[src/rtl/cdb_arbiter_pkg.sv]
// Shared CDB configuration: bus widths, source encodings and default queue depth.
package cdb_arbiter_pkg;

    localparam int NickBus     = 5;
    localparam int DataBus     = 32;
    localparam int AddrBus     = 32;
    localparam int CdbDepthDef = 4;

    localparam logic CDB_SRC_EX  = 1'b0;
    localparam logic CDB_SRC_SLB = 1'b1;

endpackage

[src/rtl/cdb_queue.sv]
// Ring-buffer skid queue for one CDB completion source, with synchronous flush.
module cdb_queue
    import cdb_arbiter_pkg::*;
#(
    parameter int W     = 8,
    parameter int DEPTH = CdbDepthDef
) (
    input  logic                   clk,
    input  logic                   rst,
    input  logic                   flush_i,
    input  logic                   push_i,
    input  logic                   pop_i,
    input  logic [W-1:0]           din_i,
    output logic [W-1:0]           head_o,
    output logic [$clog2(DEPTH):0] count_o
);

    localparam int PW = $clog2(DEPTH);
    localparam logic [PW:0]   FULL  = DEPTH;
    localparam logic [PW:0]   C_ONE = 1;
    localparam logic [PW-1:0] P_ONE = 1;

    logic [W-1:0]  mem_q [DEPTH];
    logic [PW-1:0] wr_ptr_q, wr_ptr_d;
    logic [PW-1:0] rd_ptr_q, rd_ptr_d;
    logic [PW:0]   cnt_q, cnt_d;
    logic          push_ok, pop_ok;

    assign push_ok = push_i && (cnt_q != FULL);
    assign pop_ok  = pop_i && (cnt_q != '0);

    always_comb begin
        wr_ptr_d = wr_ptr_q;
        rd_ptr_d = rd_ptr_q;
        cnt_d    = cnt_q;
        if (flush_i) begin
            wr_ptr_d = '0;
            rd_ptr_d = '0;
            cnt_d    = '0;
        end else begin
            if (push_ok) wr_ptr_d = wr_ptr_q + P_ONE;
            if (pop_ok)  rd_ptr_d = rd_ptr_q + P_ONE;
            case ({push_ok, pop_ok})
                2'b10:   cnt_d = cnt_q + C_ONE;
                2'b01:   cnt_d = cnt_q - C_ONE;
                default: cnt_d = cnt_q;
            endcase
        end
    end

    always_ff @(posedge clk or negedge rst) begin
        if (!rst) begin
            wr_ptr_q <= '0;
            rd_ptr_q <= '0;
            cnt_q    <= '0;
        end else begin
            wr_ptr_q <= wr_ptr_d;
            rd_ptr_q <= rd_ptr_d;
            cnt_q    <= cnt_d;
        end
    end

    // Storage is not reset; only entries covered by the count are ever read.
    always_ff @(posedge clk) begin
        if (push_ok && !flush_i) mem_q[wr_ptr_q] <= din_i;
    end

    assign head_o  = mem_q[rd_ptr_q];
    assign count_o = cnt_q;

endmodule

[src/rtl/cdb_arbiter.sv]
// Round-robin arbiter sharing the ROB result port between EX and SLB completions.
// Optional statistics counters are enabled with `define CDB_STAT_EN.
module cdb_arbiter
    import cdb_arbiter_pkg::*;
#(
    parameter int NICK_W = NickBus,
    parameter int DATA_W = DataBus,
    parameter int ADDR_W = AddrBus,
    parameter int DEPTH  = CdbDepthDef
) (
    input  logic              clk,
    input  logic              rst,
    input  logic              rdy,
    input  logic              iclr,
    input  logic              iEX_en,
    input  logic [NICK_W-1:0] iEX_nick,
    input  logic [DATA_W-1:0] iEX_dt,
    input  logic              iEX_ac,
    input  logic [ADDR_W-1:0] iEX_j_pc,
    output logic              oEX_stall,
    input  logic              iSLB_en,
    input  logic [NICK_W-1:0] iSLB_nick,
    input  logic [DATA_W-1:0] iSLB_dt,
    output logic              oSLB_stall,
    output logic              oCDB_en,
    output logic              oCDB_src,
    output logic [NICK_W-1:0] oCDB_nick,
    output logic [DATA_W-1:0] oCDB_dt,
    output logic              oCDB_ac,
    output logic [ADDR_W-1:0] oCDB_j_pc
`ifdef CDB_STAT_EN
    ,
    output logic [31:0]       oSTAT_conflict,
    output logic [31:0]       oSTAT_stall
`endif
);

    localparam int CW   = $clog2(DEPTH) + 1;
    localparam int EXW  = NICK_W + DATA_W + 1 + ADDR_W;
    localparam int SLBW = NICK_W + DATA_W;
    localparam logic [CW-1:0] FULL = DEPTH;

    logic [CW-1:0]   ex_cnt, slb_cnt;
    logic [EXW-1:0]  ex_head, ex_pay;
    logic [SLBW-1:0] slb_head, slb_pay;
    logic            ex_req, slb_req, ex_hold, slb_hold, ex_cand, slb_cand;
    logic            gnt_ex, gnt_slb, adv, flush;
    logic            ex_push, ex_pop, slb_push, slb_pop;

    logic [NICK_W-1:0] ex_nick, slb_nick;
    logic [DATA_W-1:0] ex_dt, slb_dt;
    logic              ex_ac;
    logic [ADDR_W-1:0] ex_jpc;

    logic              cdb_en_q, cdb_en_d, cdb_src_q, cdb_src_d, cdb_ac_q, cdb_ac_d;
    logic [NICK_W-1:0] cdb_nick_q, cdb_nick_d;
    logic [DATA_W-1:0] cdb_dt_q, cdb_dt_d;
    logic [ADDR_W-1:0] cdb_jpc_q, cdb_jpc_d;
    logic              last_q, last_d;

    assign oEX_stall  = (ex_cnt == FULL);
    assign oSLB_stall = (slb_cnt == FULL);

    // A request presented while its queue is full is simply dropped.
    assign ex_req   = iEX_en && !oEX_stall;
    assign slb_req  = iSLB_en && !oSLB_stall;
    assign ex_hold  = (ex_cnt != '0);
    assign slb_hold = (slb_cnt != '0);
    assign ex_cand  = ex_hold || ex_req;
    assign slb_cand = slb_hold || slb_req;

    assign ex_pay  = ex_hold ? ex_head : {iEX_nick, iEX_dt, iEX_ac, iEX_j_pc};
    assign slb_pay = slb_hold ? slb_head : {iSLB_nick, iSLB_dt};
    assign {ex_nick, ex_dt, ex_ac, ex_jpc} = ex_pay;
    assign {slb_nick, slb_dt}              = slb_pay;

    assign gnt_ex  = ex_cand && (!slb_cand || (last_q == CDB_SRC_SLB));
    assign gnt_slb = slb_cand && !gnt_ex;

    assign adv      = rdy && !iclr;
    assign flush    = rdy && iclr;
    assign ex_pop   = adv && gnt_ex && ex_hold;
    assign slb_pop  = adv && gnt_slb && slb_hold;
    assign ex_push  = adv && ex_req && !(gnt_ex && !ex_hold);
    assign slb_push = adv && slb_req && !(gnt_slb && !slb_hold);

    cdb_queue #(.W(EXW), .DEPTH(DEPTH)) u_ex_q (
        .clk     (clk),
        .rst     (rst),
        .flush_i (flush),
        .push_i  (ex_push),
        .pop_i   (ex_pop),
        .din_i   ({iEX_nick, iEX_dt, iEX_ac, iEX_j_pc}),
        .head_o  (ex_head),
        .count_o (ex_cnt)
    );

    cdb_queue #(.W(SLBW), .DEPTH(DEPTH)) u_slb_q (
        .clk     (clk),
        .rst     (rst),
        .flush_i (flush),
        .push_i  (slb_push),
        .pop_i   (slb_pop),
        .din_i   ({iSLB_nick, iSLB_dt}),
        .head_o  (slb_head),
        .count_o (slb_cnt)
    );

    always_comb begin
        cdb_en_d   = cdb_en_q;
        cdb_src_d  = cdb_src_q;
        cdb_nick_d = cdb_nick_q;
        cdb_dt_d   = cdb_dt_q;
        cdb_ac_d   = cdb_ac_q;
        cdb_jpc_d  = cdb_jpc_q;
        last_d     = last_q;
        if (rdy) begin
            cdb_en_d   = 1'b0;
            cdb_src_d  = 1'b0;
            cdb_nick_d = '0;
            cdb_dt_d   = '0;
            cdb_ac_d   = 1'b0;
            cdb_jpc_d  = '0;
            if (iclr) begin
                last_d = CDB_SRC_SLB;
            end else if (gnt_ex) begin
                cdb_en_d   = 1'b1;
                cdb_src_d  = CDB_SRC_EX;
                cdb_nick_d = ex_nick;
                cdb_dt_d   = ex_dt;
                cdb_ac_d   = ex_ac;
                cdb_jpc_d  = ex_jpc;
                last_d     = CDB_SRC_EX;
            end else if (gnt_slb) begin
                cdb_en_d   = 1'b1;
                cdb_src_d  = CDB_SRC_SLB;
                cdb_nick_d = slb_nick;
                cdb_dt_d   = slb_dt;
                last_d     = CDB_SRC_SLB;
            end
        end
    end

    always_ff @(posedge clk or negedge rst) begin
        if (!rst) begin
            cdb_en_q   <= 1'b0;
            cdb_src_q  <= 1'b0;
            cdb_nick_q <= '0;
            cdb_dt_q   <= '0;
            cdb_ac_q   <= 1'b0;
            cdb_jpc_q  <= '0;
            last_q     <= CDB_SRC_SLB;
        end else begin
            cdb_en_q   <= cdb_en_d;
            cdb_src_q  <= cdb_src_d;
            cdb_nick_q <= cdb_nick_d;
            cdb_dt_q   <= cdb_dt_d;
            cdb_ac_q   <= cdb_ac_d;
            cdb_jpc_q  <= cdb_jpc_d;
            last_q     <= last_d;
        end
    end

    assign oCDB_en   = cdb_en_q;
    assign oCDB_src  = cdb_src_q;
    assign oCDB_nick = cdb_nick_q;
    assign oCDB_dt   = cdb_dt_q;
    assign oCDB_ac   = cdb_ac_q;
    assign oCDB_j_pc = cdb_jpc_q;

`ifdef CDB_STAT_EN
    logic [31:0] stat_conf_q, stat_conf_d, stat_stall_q, stat_stall_d;

    // Saturating counters; deliberately untouched by iclr.
    always_comb begin
        stat_conf_d  = stat_conf_q;
        stat_stall_d = stat_stall_q;
        if (rdy && !iclr && ex_cand && slb_cand && (stat_conf_q != '1))
            stat_conf_d = stat_conf_q + 32'd1;
        if (rdy && (oEX_stall || oSLB_stall) && (stat_stall_q != '1))
            stat_stall_d = stat_stall_q + 32'd1;
    end

    always_ff @(posedge clk or negedge rst) begin
        if (!rst) begin
            stat_conf_q  <= '0;
            stat_stall_q <= '0;
        end else begin
            stat_conf_q  <= stat_conf_d;
            stat_stall_q <= stat_stall_d;
        end
    end

    assign oSTAT_conflict = stat_conf_q;
    assign oSTAT_stall    = stat_stall_q;
`else
    // Statistics build option off: no counters or extra ports.
`endif

endmodule

[config.mk]
export PLATFORM = sky130hd
export DESIGN_NAME = cdb_arbiter
export DESIGN_NICKNAME = d
export VERILOG_FILES = /design/src/rtl/cdb_arbiter_pkg.sv /design/src/rtl/cdb_queue.sv /design/src/rtl/cdb_arbiter.sv
export SDC_FILE = /design/constraint.sdc
export NUM_CORES = 1
export LEC_CHECK = 0
export ABC_AREA = 0
export CAP_MARGIN = 0
export CORE_MARGIN = 2
export CORE_UTILIZATION = 45
export CTS_BUF_LIST = sky130_fd_sc_hd__clkbuf_4 sky130_fd_sc_hd__clkbuf_8
export DETAILED_ROUTE_END_ITERATION = 7
export PLACE_DENSITY = 0.69
export SLEW_MARGIN = 15
export SYNTH_ARGS = -nofsm -noshare
export SYNTH_HDL_FRONTEND = slang
export SYNTH_SLANG_ARGS = --single-unit
export TNS_END_PERCENT = 30
[constraint.sdc]
create_clock -name clk -period 3.4 [get_ports clk]
set_input_delay 0.51 -clock clk [delete_from_list [all_inputs] [get_ports clk]]
set_output_delay 0.51 -clock clk [all_outputs]
set_load 0.03 [all_outputs]
==> results of run 1 <==
==> critical path, cell delays in order (launching register included) <==
cell and delay, ns:
dfrtp_1 0.49, nor3b_1 0.51, clkdlybuf4s50_1 0.79
==> layout by cell type, fill, tap and decap left out, drive strengths merged, types with 19 or more instances in the layout <==
cell type	netlist	layout
nand2	57	57
clkbuf	32	125
o2bb2ai	30	30
a221o	19	19
o21ai	34	34
a21oi	64	64
mux4	107	107
nor2b	21	21
dfrtp	86	86
edfxtp	428	428
mux2i	38	38
clkdlybuf4s50	0	185
buf	36	40
clkinv	0	21
and3	27	27
==> flip-flops by register name (all words and copies together), names as in the netlist, 3 cells and up <==
name             cells
u_ex_q.mem_q       280
u_slb_q.mem_q      148
oCDB_dt             32
oCDB_j_pc           32
oCDB_nick            5
u_ex_q.count_o       3
u_slb_q.count_o      3
==> cells by family after synthesis <==
logic type                 Yosys count  synth area share
AOI/OAI and AO/OA                  173           0.05792
and+or+nand+nor                    148           0.03704
DFF                                515            0.7403
muxes                              146            0.1380
adders and majority gates           10          0.006902
xor gates and xnor gates             4          0.001726
buffers and inverters               82           0.01818
==> timing repair <==
item | in CTS | in global routing
hold buffers | 1 | 0
resized for setup | 0 | 0
buffers inserted | 0 | 0
setup endpoints to repair | 0 | 0
endpoints found under the hold margin | 35 | 0
==> where the power goes <==
group	internal, mW	leakage (nW)	switching (mW)
Clock	3.21	0.952	2.41
Sequential	7.45	5.00	0.552
Combinational	2.28	2.62	2.70
Total	12.9	8.57	5.66
==> worst paths after layout <==
kind	from	end	slack, ns	cells after the start
setup / recovery	u_slb_q.count_o[0]	oSLB_stall	0.46	2
hold / removal	rst	oCDB_j_pc[12]	0.41	2
setup reg to reg	u_slb_q.count_o[0]	u_ex_q.count_o[2]	0.71	9
hold reg to reg	oCDB_j_pc[23]	oCDB_j_pc[23]	0.48	1
max in group asynchronous	rst	oCDB_dt[31]	2.25	3
min in group clk	oCDB_j_pc[23]	oCDB_j_pc[23]	0.48	1
==> through the flow <==
step                        util  power (mW)  setup slack, ns  cells
final                     0.5597       18.60           0.4573   1981
after global routing      0.5597       19.43           0.3873   1981
after CTS                 0.5597       18.82           0.4504   1981
after detailed placement  0.5193       13.14           0.2288   1827
after global placement    0.5193       13.10           0.2549   1827
after floorplan                -       11.20          0.03773   1078
==> cell type report <==
class,instances,area (µm²),share of cell area
sequential,515,15040,0.6051
multi-input combinational,481,4940,0.1987
clock inverter,28,244.0,0.009816
inverter,14,52.55,0.002114
tap,592,740.7,0.02980
timing repair buffer,226,2300,0.09252
clock buffer,125,1539,0.06192
==> routing by layer <==
metal,track usage,vias up,wire length (µm)
met4,0.06164,4,855
li1,-,4855,-
met3,0.04196,59,2913
met1,0.2773,5681,19800
met2,0.3079,384,21780
met5,0,-,25
==> run metrics, run 1 <==
fraction of registers with async set/reset 0.1689; final antenna-violating net count 0; most frequent cell after synthesis edfxtp_1; Post-Syn Instances 1078; arrival time of the worst setup path 2.43 ns; synth unique cells 47; via count 10980; DIE AREA 0.04684 mm²; commonest register cell after synthesis edfxtp_1; CTS tree built; Boundary Pins 187; Max Freq 0.3398 GHz; Worst setup EP type output pin; Post-synth EDFFs 428; RSZ-0062 raised after global routing false; status finished clean; Critical Path RT 2.89 ns; vias in the first global route 11520; layout cells sized above 1 0.2261; Vias/cell 5.544; first-pass GRT wire length 69.50 mm; DR WL/cell 22.91 µm; hpwl dp 27.73 mm; Post-Layout Inst Area 0.02486 mm²; flops & latches, synth 515; CTS buffer count 83; Starting DRT DRC Count 897; CORE AREA 0.04441 mm²; Area Overhead vs Synth 22.42%; Worst slew margin 0.2804; DP Area 0.02306 mm²; Max Slew Vio Count 0; initial antenna violation count 2; Die X 216.4 µm; total track usage 0.1962; DRT Pass-1 Iters 5; total negative setup slack 0 ns; Tmin final 2.943 ns; Remaining DRCs 0; LEAKAGE 8.571 nW; Synth Net Count 1201; die height 216.4 µm; Layout Skew 0.02331 ns; Final #Nets 1444; clock root buffer clkbuf_8; CP max FO 8; clock sink count 515; Min Hold Slack 0.4142 ns; max cap viols 0; Worst-Margin Slew 1.078 ns; top cells by count, synth edfxtp_1, mux4_2, dfrtp_1, a21oi_1, nand2_1; Synth area leaders edfxtp_1, mux4_2, dfrtp_1; gr ovfl total 0; Synth top area share 0.6330; Fillers 3414; synth warn 0; PwrDens 748.4 mW/mm²; number of antenna diodes 0; I/O Buffers 186; area leader, netlist edfxtp_1; RePlAce Congestion 0.8285; pin count of the biggest net entering global routing 56; Post-Syn Area 0.02030 mm²; Syn Area/Cell 18.84 µm²; post-synthesis sequential area ratio 0.7403; Hold Fails Final Rpt 0; startpoint types flop; final WL 45.38 mm; initial core utilization 0.4572; # rows 77; Setup CP Type reg2out; Worst IR Drop VDD 0.0004346 V; Final Cycle Share 0.8655; Setup violations, final 0; CTS max path bufs 3; clock slew at reported path FFs 0.07 ns; H-tree depth 3; type of the most critical hold path in2async; Clk Latency, worst-skew pair 0.65 ns
Note: power is estimated with default switching activity, not from simulation.
==> inputs of run 2 (changes only) <==
--- a/config.mk
+++ b/config.mk
@@ -7,10 +7,10 @@
 export LEC_CHECK = 0
 export ABC_AREA = 0
 export CAP_MARGIN = 0
-export CORE_MARGIN = 2
 export CORE_UTILIZATION = 45
 export CTS_BUF_LIST = sky130_fd_sc_hd__clkbuf_4 sky130_fd_sc_hd__clkbuf_8
 export DETAILED_ROUTE_END_ITERATION = 7
+export GPL_TIMING_DRIVEN = 0
 export PLACE_DENSITY = 0.69
 export SLEW_MARGIN = 15
 export SYNTH_ARGS = -nofsm -noshare
==> run metrics, run 2 (synthesized netlist as in run 1, its figures left out) <==
DIE AREA 0.04597 mm²; CTS max path bufs 3; largest register by flop count u_ex_q.mem_q; fin worst setup slack 0.2501 ns; max reg flops 280; CORE AREA 0.04432 mm²; PwrDens 748.9 mW/mm²; Critical Path RT 3.93 ns; met2 Use GR 0.3345; gr ovfl total 0; Max Freq 0.3175 GHz; RePlAce Congestion 0.7564; # rows 77; initial core utilization 0.4582; total track usage 0.2104; Post-CTS Resized 0; arrival time of the worst setup path 3.68 ns; layout cells sized above 1 0.2131; Worst slew margin 0.2563; pin count of the biggest net entering global routing 46; Boundary Pins 187; biggest regs u_ex_q.mem_q x280, u_slb_q.mem_q x148; H-tree depth 3; LEAKAGE 8.635 nW; initial antenna violation count 4; Area Overhead vs Synth 22.92%; Clk Latency, worst-skew pair 0.66 ns; clock slew at reported path FFs 0.07 ns; CTS tree built; met3 Usage GRT 0.05106; # Post-CTS Setup Buffers 0; clock sink count 515; Worst IR Drop VDD 0.0005347 V; via count 11280; startpoint types flop; DRT Pass-1 Iters 7; Remaining DRCs 0; Vias/cell 5.571; final antenna-violating net count 0; vias in the first global route 11880; Worst-Margin Slew 1.105 ns; Worst setup EP type flop; Setup CP Type reg2reg; status finished clean; first-pass GRT wire length 71.99 mm; Starting DRT DRC Count 1050; Layout Skew 0.03342 ns; total negative setup slack 0 ns; Die X 214.4 µm; CTS buffer count 85; Final Cycle Share 0.9265; most common cell after layout, fill and taps aside edfxtp_1; hold buffer count at CTS 1; final WL 47.14 mm; gr busiest metal met2; Final #Nets 1483; die height 214.4 µm; CP max FO 10; max cap viols 0; Hold Fails Final Rpt 0; clock root buffer clkbuf_8; post-place setup slack -0.1588 ns; commonest non-fill, non-tap cells in the layout edfxtp_1, clkdlybuf4s50_1, mux4_2; DR WL/cell 23.29 µm; GR Util met1 0.2820; type of the most critical hold path in2reg; hpwl dp 30.06 mm; Tmin final 3.150 ns; Max Slew Vio Count 0; RSZ-0062 raised after global routing false; Setup violations, final 0; I/O Buffers 185
==> run 2: cell types whose count changed in the layout (fill, tap and decap cells not counted), sizes merged <==
cell and change:
clkinvlp +1, diode +1, clkbuf +24, clkinv +9, buf +6, bufinv +1
inv +2, clkdlybuf4s50 -1
==> run 2: layout make-up <==
type                       count  area, µm²
antenna                        1      2.502
inverter                      14      52.55
buffer                        68      316.6
multi-input combinational    481       4927
sequential                   515      15030
tap                          592      740.7
clock buffer                 117       1466
timing repair buffer         195       2088
fill                        3463      19360
clock inverter                41      334.1
==> run 2: final timing paths <==
| check | start | endpoint | slack [ns] | cells after the start |
|---|---|---|---|---|
| max | u_slb_q.count_o[0] | u_ex_q.count_o[2] | 0.25 | 10 |
| min | iclr | last_q | 0.29 | 3 |
| max reg2reg | u_slb_q.count_o[0] | u_ex_q.count_o[2] | 0.25 | 10 |
| min reg2reg | oCDB_j_pc[4] | oCDB_j_pc[4] | 0.48 | 1 |
| max in group asynchronous | rst | last_q | 2.34 | 3 |
| min in group asynchronous | rst | oCDB_nick[2] | 0.37 | 2 |
==> run 2: worst max-delay path: stages (launching register included) <==
cell	delay, ns
dfrtp_1	0.47
nor4_1	0.96
or3_1	0.23
a21oi_2	0.15
nor2b_1	0.18
fa_1	0.28
nor2b_1	0.10
nor3_1	0.14
o22a_1	0.16
a21oi_1	0.06
a311o_1	0.31
==> run 2: where the power goes <==
| part | switching [mW] | internal, mW | total [mW] |
|---|---|---|---|
| Sequential | 0.365 | 7.45 | 7.81 |
| Combinational | 2.93 | 2.29 | 5.22 |
| Clock | 2.46 | 3.20 | 5.66 |
==> run 2: through the flow <==
stage	hold WS, ns	area (µm²)	util	total power [mW]	instances
floorplan	0.2144	20300	-	11.20	1078
global placement	0.4668	22900	0.5167	13.10	1855
detailed placement	0.4730	23150	0.5223	13.19	1864
CTS	0.2367	24960	0.5631	18.89	2023
global route	0.2821	24960	0.5631	19.54	2023
finish	0.2871	24960	0.5632	18.69	2024
==> run 2: layer usage <==
layer	wire length (µm)	share of wire	up-vias
li1	-	-	4944
met1	19810	0.42	5814
met2	22880	0.49	420
met3	3148	0.067	90
met4	1234	0.026	8
met5	57	0.0012	-
